--- config.mk ---
export PLATFORM = sky130hd
export DESIGN_NAME = dram_share_arbiter
export DESIGN_NICKNAME = d
export VERILOG_FILES = /design/src/rtl/dram_arb_pkg.sv /design/src/rtl/dram_share_arbiter_rr_picker.sv /design/src/rtl/dram_share_arbiter.sv
export SDC_FILE = /design/constraint.sdc
export NUM_CORES = 1
export LEC_CHECK = 0
export CAP_MARGIN = 30
export CORE_MARGIN = 5
export CORE_UTILIZATION = 37
export DETAILED_ROUTE_END_ITERATION = 8
export PLACE_DENSITY = 0.82
export SETUP_SLACK_MARGIN = 0.4
export SYNTH_ARGS = -nofsm -noshare
export SYNTH_HDL_FRONTEND = slang
export SYNTH_SLANG_ARGS = --single-unit
export TNS_END_PERCENT = 100
--- constraint.sdc ---
create_clock -name clock_i -period 3.5 [get_ports clock_i]
set_clock_uncertainty 0.1 [all_clocks]
set_input_delay 0.35 -clock clock_i [delete_from_list [all_inputs] [get_ports clock_i]]
set_output_delay 0.35 -clock clock_i [all_outputs]
set_load 0.02 [all_outputs]
--- src/rtl/dram_arb_pkg.sv ---
// Shared state encoding and RAM timing constant for the DRAM share arbiter.
package dram_arb_pkg;

    typedef enum logic [1:0] {
        ARB    = 2'd0,
        ACCESS = 2'd1,
        RESP   = 2'd2,
        EXT    = 2'd3
    } arb_state_t;

    localparam int RAM_RD_LAT = 1;

endpackage

--- src/rtl/dram_share_arbiter_rr_picker.sv ---
// Round-robin winner search: first set request at ptr, ptr+1, ... (mod N_CORES).
module rr_picker
    import dram_arb_pkg::*;
#(
    parameter  int N_CORES = 8,
    localparam int PTR_W   = $clog2(N_CORES)
) (
    input  logic [N_CORES-1:0] req_i,
    input  logic [PTR_W-1:0]   ptr_i,
    output logic [PTR_W-1:0]   winner_o,
    output logic               any_o
);

    logic [PTR_W-1:0] idx;

    // N_CORES is a power of two, so the index wraps by truncation.
    always_comb begin
        winner_o = '0;
        any_o    = 1'b0;
        idx      = '0;
        for (int i = 0; i < N_CORES; i++) begin
            idx = ptr_i + PTR_W'(i);
            if (!any_o && req_i[idx]) begin
                any_o    = 1'b1;
                winner_o = idx;
            end
        end
    end

endmodule

--- src/rtl/dram_share_arbiter.sv ---
// Round-robin arbiter sharing one synchronous data RAM between N cores,
// with an override that hands the RAM to the external load/readback port.
module dram_share_arbiter
    import dram_arb_pkg::*;
#(
    parameter int N_CORES = 8,
    parameter int ADDR_W  = 9,
    parameter int DATA_W  = 16
) (
    input  logic                        clock_i,
    input  logic                        reset_i,
    input  logic [N_CORES-1:0]          req_i,
    input  logic [N_CORES-1:0]          we_i,
    input  logic [N_CORES*ADDR_W-1:0]   addr_i,
    input  logic [N_CORES*DATA_W-1:0]   wdata_i,
    output logic [N_CORES-1:0]          gnt_o,
    output logic [N_CORES-1:0]          rvalid_o,
    output logic [DATA_W-1:0]           rdata_o,
    input  logic                        ext_en_i,
    input  logic                        ext_we_i,
    input  logic                        ext_re_i,
    input  logic [ADDR_W-1:0]           ext_addr_i,
    input  logic [DATA_W-1:0]           ext_wdata_i,
    output logic [ADDR_W-1:0]           mem_addr_o,
    output logic                        mem_we_o,
    output logic                        mem_re_o,
    output logic [DATA_W-1:0]           mem_wdata_o,
    input  logic [DATA_W-1:0]           mem_rdata_i,
    output logic                        busy_o
);

    localparam int PTR_W = $clog2(N_CORES);

    arb_state_t             state_q;
    logic [PTR_W-1:0]       ptr_q;
    logic [PTR_W-1:0]       sel_q;
    logic [N_CORES-1:0]     gnt_q;
    logic [N_CORES-1:0]     rvalid_q;
    logic [DATA_W-1:0]      rdata_q;
    logic [ADDR_W-1:0]      mem_addr_q;
    logic                   mem_we_q;
    logic                   mem_re_q;
    logic [DATA_W-1:0]      mem_wdata_q;
    logic [RAM_RD_LAT-1:0]  resp_q;

    logic [PTR_W-1:0]       winner;
    logic                   any_req;
    logic [ADDR_W-1:0]      core_addr_d;
    logic [DATA_W-1:0]      core_wdata_d;
    logic                   core_we_d;
    logic [N_CORES-1:0]     sel_oh_d;
    logic                   ext_mode;

    rr_picker #(.N_CORES(N_CORES)) u_picker (
        .req_i    (req_i),
        .ptr_i    (ptr_q),
        .winner_o (winner),
        .any_o    (any_req)
    );

    assign core_addr_d  = addr_i[int'(sel_q) * ADDR_W +: ADDR_W];
    assign core_wdata_d = wdata_i[int'(sel_q) * DATA_W +: DATA_W];
    assign core_we_d    = we_i[sel_q];
    assign sel_oh_d     = N_CORES'(1) << sel_q;
    assign ext_mode     = (state_q == EXT);

    // Strobes are registered one cycle behind the state that decides them;
    // resp_q tracks read data arriving RAM_RD_LAT cycles after the strobe.
    always_ff @(posedge clock_i) begin
        if (reset_i) begin
            state_q     <= ARB;
            ptr_q       <= '0;
            sel_q       <= '0;
            gnt_q       <= '0;
            rvalid_q    <= '0;
            rdata_q     <= '0;
            mem_addr_q  <= '0;
            mem_we_q    <= 1'b0;
            mem_re_q    <= 1'b0;
            mem_wdata_q <= '0;
            resp_q      <= '0;
        end else begin
            gnt_q    <= '0;
            rvalid_q <= '0;
            mem_we_q <= 1'b0;
            mem_re_q <= 1'b0;
            resp_q   <= RAM_RD_LAT'({resp_q, (state_q == RESP)});
            if (resp_q[RAM_RD_LAT-1]) begin
                rdata_q  <= mem_rdata_i;
                rvalid_q <= sel_oh_d;
            end
            unique case (state_q)
                ARB: begin
                    if (ext_en_i) begin
                        state_q <= EXT;
                    end else if (any_req) begin
                        sel_q   <= winner;
                        state_q <= ACCESS;
                    end
                end
                ACCESS: begin
                    gnt_q       <= sel_oh_d;
                    mem_addr_q  <= core_addr_d;
                    mem_we_q    <= core_we_d;
                    mem_re_q    <= ~core_we_d;
                    mem_wdata_q <= core_wdata_d;
                    ptr_q       <= sel_q + PTR_W'(1);
                    state_q     <= core_we_d ? ARB : RESP;
                end
                RESP: begin
                    state_q <= ARB;
                end
                EXT: begin
                    rdata_q <= mem_rdata_i;
                    if (!ext_en_i) state_q <= ARB;
                end
            endcase
        end
    end

    assign mem_addr_o  = ext_mode ? ext_addr_i  : mem_addr_q;
    assign mem_we_o    = ext_mode ? ext_we_i    : mem_we_q;
    assign mem_re_o    = ext_mode ? ext_re_i    : mem_re_q;
    assign mem_wdata_o = ext_mode ? ext_wdata_i : mem_wdata_q;
    assign gnt_o       = gnt_q;
    assign rvalid_o    = rvalid_q;
    assign rdata_o     = rdata_q;
    assign busy_o      = (state_q != ARB);

endmodule

==> impl_metrics.toml <==
[sta]
setup_tns_ns = 0
rsz0062_at_grt = "false"
worst_pin_slew_ns = 0.876
setup_viol = 0
fin_crit_sh_pct = 82.6
period_needed_ns = 2.89
hold_viol = 0
max-slew-margin-rel_pct = 41.5
clock.fmax_ghz = 0.346
report.final.slew_viol_count = 0

[layout]
fin_area_um2 = 8680
syn2layout_area_growth_pct = 72.5
diodes = 0
utilization_pct = 65.3
layout.nets = 1068
drive_gt1_share_pct = 17.6

[cts]
post_cts_buffers = 0
numCtsBuffers = 9
h-tree-depth = 3
cts_tree = "done"
worstSkewPairLatency_ns = 0.33
cts.clk_slew.worst_paths_ns = 0.07
cts_root_buf = "clkbuf_16"
clkSinkCount = 68
clock_path_buffers = 2

[global_route]
grt_overflow_total = 0
first_global_vias = 5697
antenna_found_initial = 1
grtUsageMet3_pct = 7.27
grt_use_met2_pct = 44.5
grt_use_met1_pct = 28.7
busiest_layer = "met2"
grt_usage_pct = 24.9
grt_pass1_wl_um = 31200
grt_max_degree = 38

[drt]
drt_wl_total_um = 20600
dr_total_vias = 5282
routed_via_density = 5.40
wl_per_cell_um = 21.0
first_pass_iters = 5
antenna_left = 0
drc = 0
initialDrtViolationCount = 259

[run_status]
outcome = "complete, no violations"

[worst_setup_path]
worstPathArrival_ns = 3.00
slowest_stage = "or4_1"
crit_required_ns = 3.61
path_buf_inv = 2
crit_path_start_kind = "flip-flop"
critical_path.cell_chain = "inv_2, ha_2, buf_4, mux2i_1, mux4_2, nor3_1, or4_1, a31oi_1, o41ai_2"
slowest_delay_ns = 0.51
endpoint_kind = "flip-flop"
crit_family = "multiplexers"
crit_fanout = 8
critPathKind = "reg -> reg"

[synth]
ys.flop_type = "dfxtp_1"
synth-edff-count = 0
synth_compound_area_share_pct = 11.1
synth_area_per_cell_um2 = 10.1
yosys-top-cells-count = "nand2_1, dfxtp_1, mux4_2"
synth_area_leaders = "mux4_2, dfxtp_1, nand2_1, mux2_2, a311oi_1"
syn-cell-area_um2 = 5030
ys_seq_elements = 68
yosys.area_share.simple_pct = 15.8
syn_inst = 499
yosysUniqueCellTypes = 59
yosysMostFrequentCell = "nand2_1"
synth_top_family_by_area = "multiplexers"
syn-num-nets = 769
yosys.area_share.adder_pct = 1.99
ys_seq_area_share_pct = 27.0
synth_warnings = 0
yosysTopAreaCell = "mux4_2"
muxShareOfSynthArea_pct = 38.4
synth_top_area_share_pct = 27.7
synth_xor_area_share_pct = 0.994
synth_async_sr_flop_share_pct = 0

[pwr]
p_leak_nw = 3.13
ir_worst_vdd_uv = 230
power.density_nw_per_um2 = 390

[floorplan]
dieArea_um2 = 16000
die_h_um = 127
initial_core_util_pct = 37.9
num_rows = 42
die_x_um = 127
io_pins = 322
core-area_um2 = 13300

[placed_design]
gp_congestion = 0.952
port_buffers = 321
placed_area_um2 = 8370
hpwl_um = 17000

[hold_path]
hold_path.class = "reg -> reg"

[run]
maxCapViolCount = 0
sequential cells by signal (all words and copies together), names as in the netlist, 2 cells and up:
register and flops:
rvalid_o 8, mem_wdata_q 16, rdata_o 16, ptr_q 3, gnt_o 8, sel_q 3, mem_addr_q 9, state_q 2
worst paths after layout:
| kind | from | to | slack, ns | depth (start not counted) |
|---|---|---|---|---|
| setup / recovery | ptr_q[0] | sel_q[2] | 0.61 | 9 |
| hold / removal | rdata_o[8] | rdata_o[8] | 0.35 | 2 |
| setup reg to reg | ptr_q[0] | sel_q[2] | 0.61 | 9 |
| hold reg to reg | rdata_o[8] | rdata_o[8] | 0.35 | 2 |
per-layer routing:
layer  wire length (µm)  vias to the layer above
met4                568                        2
met2              10500                      263
met5                 20                        -
met1               7790                     2506
met3               1650                       38
li1                   -                     2473
area by class of cell:
class / instances / area, µm²
fill: 1022 / 4610
tap: 176 / 220
multi-input combinational: 377 / 3450
inverter: 9 / 33.8
clock buffer: 9 / 225
sequential: 68 / 1370
timing repair buffer: 333 / 3310
clock inverter: 7 / 80.1
per-stage QoR:
step	worst slack, ns	power, W	hold WS, ns	cells
3_5_place_dp	0.523	0.00247	0.345	963
6_report	0.608	0.00338	0.354	979
5_1_grt	0.421	0.00357	0.376	979
3_3_place_gp	0.591	0.00245	0.339	962
2_1_floorplan	0.588	0.00184	0.373	499
4_1_cts	0.506	0.00341	0.355	979
kinds of logic after synthesis:
family | count (synthesis)
and+or+nand+nor | 178
muxes | 111
AOI/OAI and AO/OA | 76
DFF | 68
buffers and inverters | 54
adders and majority gates | 8
xor gates and xnor gates | 4
cells in the final DEF, fill, tap and decap left out, types with 3 or more instances in the layout:
cell | Yosys | layout
clkdlybuf4s50_1 | 0 | 320
nand2_1 | 95 | 95
dfxtp_1 | 68 | 66
mux4_2 | 62 | 62
nor2_1 | 36 | 36
mux2_2 | 29 | 29
a311oi_1 | 25 | 25
a21oi_1 | 24 | 24
mux2i_1 | 18 | 17
buf_4 | 3 | 11
and3_1 | 9 | 9
clkbuf_16 | 0 | 9
inv_1 | 8 | 8
and2_1 | 8 | 8
ha_1 | 8 | 7
nand2b_1 | 4 | 4
nor3_1 | 4 | 4
nor2b_1 | 5 | 4
mux2i_2 | 2 | 3
o22ai_1 | 3 | 3
o21ai_0 | 3 | 3
nand3b_1 | 3 | 3
inv_6 | 0 | 3
tightest hold or removal path: cells and delay by family, from the launching register on:
family / cells / cell delay (ns)
flip-flops: 1 / 0.31
AND/OR/NAND/NOR: 1 / 0.05
AO/OA/AOI/OAI: 1 / 0.05
repair_timing:
item / CTS / global route
setup endpoints to repair: 0 / 1
hold buffers: 0 / 0
gates resized for setup: 0 / 2
report_power, final:
| part | internal, W | total (W) | switching, W |
|---|---|---|---|
| sequential | 0.000850 | 0.000939 | 0.0000891 |
| combinational | 0.000863 | 0.00152 | 0.000653 |
| clock | 0.000562 | 0.000930 | 0.000368 |
No activity file was read; power rests on OpenSTA's default activity.
==> RTL change 1: new RTL, same settings <==
`N_CORES` is set to 8 in 2 places; all go to 4.
--- a/src/rtl/dram_share_arbiter_rr_picker.sv
+++ b/src/rtl/dram_share_arbiter_rr_picker.sv
@@ -2,7 +2,7 @@
 module rr_picker
     import dram_arb_pkg::*;
 #(
-    parameter  int N_CORES = 8,
+    parameter  int N_CORES = 4,
     localparam int PTR_W   = $clog2(N_CORES)
 ) (
     input  logic [N_CORES-1:0] req_i,
--- a/src/rtl/dram_share_arbiter.sv
+++ b/src/rtl/dram_share_arbiter.sv
@@ -3,7 +3,7 @@
 module dram_share_arbiter
     import dram_arb_pkg::*;
 #(
-    parameter int N_CORES = 8,
+    parameter int N_CORES = 4,
     parameter int ADDR_W  = 9,
     parameter int DATA_W  = 16
 ) (
Interface: changed (6 resized); port bits go from 322 to 206. The function was not compared with the original's and may differ.
==> RTL change 1 against the original RTL <==
Critical path depth is 6 lower; sequential cell count fell by 10; maximum frequency is 5.1% higher; critical path type is now flop to output port; die area down 35%; wire length is 48% lower; core utilization increased by 0.58 points; design area shrank 38%; total power fell by 39%; area after synthesis down 38%; combinational power is 58% lower; worst setup slack improved by 140 ps.
==> RTL change 1: results (changes against the original RTL) <==
| Metric | Value |
|---|---|
| Largest net degree at the start of global routing | 53 (+39%) |
| Layout cells sized above 1 | 14.1% (-3.5 points) |
| WL final | 10600 um (-48%) |
| Fill count | 667 (-35%) |
| Post-Place Cells | 607 (-37%) |
| Maximum VDD drop | 0.191 mV (-17%) |
| GPL Wtd Cong | 0.801 (-16%) |
| Number of global-route vias before repair | 3250 (-43%) |
| Slew @ Worst Pin | 976 ps (+99.6 ps) |
| Post-DP HPWL | 8540 um (-50%) |
| Crit-path slowest cell | clkdlybuf4s50_1 |
| Mean Syn Cell Area | 9.82 um^2 (-2.6%) |
| Sequential cell area fraction in the yosys report | 37.1% (+10 points) |
| Initial antenna violation count | 0 (-1) |
| Port Buffers | 205 (-36%) |
| Worst endpoint data arrival time | 2300 ps (-700 ps) |
| Pre-CTS setup slack | 1050 ps (+529 ps) |
| # nets final | 671 (-37%) |
| Placed cell areas | 5200 um^2 (-38%) |
| Syn nets | 477 (-38%) |
| Via density | 4.94 (-8.4%) |
| Total iterations of the first detailed-routing run | 4 (-1) |
| Skew-Pair Late Insertion Delay | 310 ps (-20 ps) |
| Status | completed |
| Multi-input gate area | 1800 um^2 (-48%) |
| Global-route wire length before repair | 15900 um (-49%) |
## RTL change 1: cell count changes in the layout (fill, tap and decap cells not counted), moves of 7 or more
| cell | change |
|---|---|
| clkdlybuf4s50_1 | -116 |
| clkbuf_8 | +10 |
| mux4_1 | +7 |
| nor2_1 | -31 |
| mux2i_1 | -16 |
| nand2_1 | -7 |
| buf_4 | -8 |
| mux4_2 | -43 |
| clkbuf_16 | -9 |
| dfxtp_1 | -9 |
| a311oi_1 | -25 |
| a21oi_1 | +21 |
| and3_1 | -9 |
## RTL change 1: where the power goes
| group | switching [mW] | internal, mW |
|---|---|---|
| Combinational | 0.248 | 0.383 |
| Clock | 0.243 | 0.418 |
| Sequential | 0.0565 | 0.713 |
| Total | 0.548 | 1.51 |
## RTL change 1: worst register-to-register path, delay by kind of cell, from the launching register on
family	cells	cell delay, ps
AND/OR/NAND/NOR	3	1250
AO/OA/AOI/OAI	1	170
flip-flops	1	490
## RTL change 1: path summary, 6_finish.rpt
check / startpoint / endpoint / slack (ps) / cells after the start
worst max-delay path: state_q[1] / mem_wdata_o[8] / 750 / 3
worst min-delay path: rdata_o[2] / rdata_o[2] / 350 / 2
worst max register to register: state_q[1] / rdata_o[6] / 1410 / 4
worst min register to register: rdata_o[2] / rdata_o[2] / 350 / 2
## RTL change 1: cell families after synthesis
family / Yosys count / share of synthesized area (%)
DFF: 58 / 37.1
AOI/OAI and AO/OA: 54 / 9.70
buffers and inverters: 31 / 5.59
adders and majority gates: 4 / 1.60
muxes: 54 / 29.6
and+or+nand+nor: 118 / 16.5
## RTL change 1: per-layer routing
layer	vias up	wire length (um)	GRT usage, %	part of all wire, %
met5	-	0	0	0
met4	0	212	6.86	2.0
met3	15	964	5.87	9.1
met2	138	5510	36.4	52
met1	1418	3940	21.7	37
li1	1508	-	-	-
## RTL change 1: final cells by class
class | instances | share of cell area, %
Tap cell | 105 | 2.43
Timing Repair Buffer | 209 | 38.5
Multi-Input combinational cell | 230 | 33.2
Inverter | 5 | 0.347
Clock inverter | 5 | 1.43
Sequential cell | 58 | 21.5
Clock buffer | 11 | 2.61
==> RTL change 2: new RTL, same flow settings <==
Made on the original files. The 4 states of `arb_state_t` get a one-hot encoding in 4 bits.
--- a/src/rtl/dram_arb_pkg.sv
+++ b/src/rtl/dram_arb_pkg.sv
@@ -1,11 +1,11 @@
 // Shared state encoding and RAM timing constant for the DRAM share arbiter.
 package dram_arb_pkg;
 
-    typedef enum logic [1:0] {
-        ARB    = 2'd0,
-        ACCESS = 2'd1,
-        RESP   = 2'd2,
-        EXT    = 2'd3
+    typedef enum logic [3:0] {
+        ARB    = 4'b0001,
+        ACCESS = 4'b0010,
+        RESP   = 4'b0100,
+        EXT    = 4'b1000
     } arb_state_t;
 
     localparam int RAM_RD_LAT = 1;
Formal check against the unedited RTL: same outputs for any inputs over 4 cycles, from zero or initial values and one cycle with reset_i high; so few cycles prove little.
==> RTL change 2 against the original RTL <==
Design area grew 2.4%; wire length is 4.1% higher; non-clock buffer count increased by 2; core utilization fell by 1.3 points; synthesized cell count is 4.0% higher; worst setup slack got worse by 8.3 ps; clock power is 2% higher; sequential cell count grew 2; total power is 22% lower; via count is 3.6% higher; sequential power fell by 9.1%; area after synthesis increased by 3.9%.
==> RTL change 2: results (changes against the original RTL) <==
| Metric | Value |
|---|---|
| Status | completed |
| Int Pwr | 1.94 mW (-15%) |
| Largest stage delay, worst path | 570 ps (+60 ps) |
| Global router's overall resource usage | 24.7% (-0.18 points) |
| GR met1 Demand/Resource | 29.1% (+0.39 points) |
| GPL Wtd Cong | 0.892 (-6.4%) |
| Beginning of the worst hold path | reset_i |
| Placed cell areas | 8570 um^2 (+2.4%) |
| Post-synthesis mux area share | 37.9% (-0.44 points) |
| # nets final | 1087 (+1.8%) |
| Compound-gate portion of the synthesized area | 11.8% (+0.66 points) |
| Crit-path slowest cell | clkdlybuf4s50_1 |
| P_leak | 3.13 nW (-0.20%) |
| Grt met2 use | 44.5% (+0.084 points) |
| GR Util met3 | 5.52% (-1.8 points) |
| Reg2Reg Setup Slack | 670 ps (+60 ps) |
| Via density | 5.44 (+0.88%) |
| Worst hold path endpoint | rdata_o[1] |
| CP max FO | 24 (+16) |
| Reg2reg end | sel_q[1] |
| Post-DP HPWL | 17300 um (+2.0%) |
| Met1 wire length | 7970 um (+2.3%) |
| Worst endpoint data arrival time | 2450 ps (-550 ps) |
| Slew @ Worst Pin | 931 ps (+55.2 ps) |
| Max layer used | met4 |
| Syn nets | 789 (+2.6%) |
| Synth area leaders | mux4_2, dfxtp_1, nand2_1, mux2_2, a311oi_1 |
| Sequential cell area fraction in the yosys report | 26.8% (-0.25 points) |
-- RTL change 2: cell type report --
class                   count  area, um^2
fillers                  1145        4990
multi-input cells         392        3580
repair buffers            335        3330
flip-flops and latches     70        1410
clock buffers              11         253
well taps                 180         225
clock inverters             5        57.6
inverters                   9        33.8
diodes                      3        7.51
-- RTL change 2: stage by stage --
step / utilization (%) / hold slack (ps) / power, mW / std cells / worst slack, ps
after CTS: 64.0 / 274 / 2.66 / 1002 / 575
after global routing: 64.0 / 292 / 2.76 / 1004 / 459
after floorplan: - / 374 / 1.27 / 519 / 570
final: 64.1 / 278 / 2.64 / 1005 / 600
after global placement: 61.5 / 337 / 1.69 / 984 / 621
after detailed placement: 61.7 / 345 / 1.71 / 986 / 603
-- RTL change 2: how the worst max path moves through the flow --
stage	start	cells past startpoint	slack, ps	endpoint
3_5_place_dp	ptr_q[0]	10	600	sel_q[1]
3_3_place_gp	ptr_q[0]	9	620	sel_q[1]
4_1_cts	ptr_q[0]	10	570	sel_q[1]
6_report	state_q[3]	4	600	mem_addr_o[1]
2_1_floorplan	ptr_q[1]	12	570	sel_q[1]
5_1_grt	ptr_q[0]	10	460	sel_q[1]
-- RTL change 2: power by group through the flow --
stage | clock network, mW | registers (mW) | logic, mW
after global placement | 0 | 0.871 | 0.821
after CTS | 0.962 | 0.855 | 0.840
after floorplan | 0 | 0.861 | 0.406
after global routing | 1.00 | 0.860 | 0.894
final | 0.949 | 0.854 | 0.837
after detailed placement | 0 | 0.873 | 0.835
-- RTL change 2: what timing repair did --
action / 4_1_cts / 5_1_grt
hold buffers: 0 / 0
hold endpoints to repair: 0 / 0
setup endpoints to repair: 0 / 5
gates resized for setup: 0 / 1
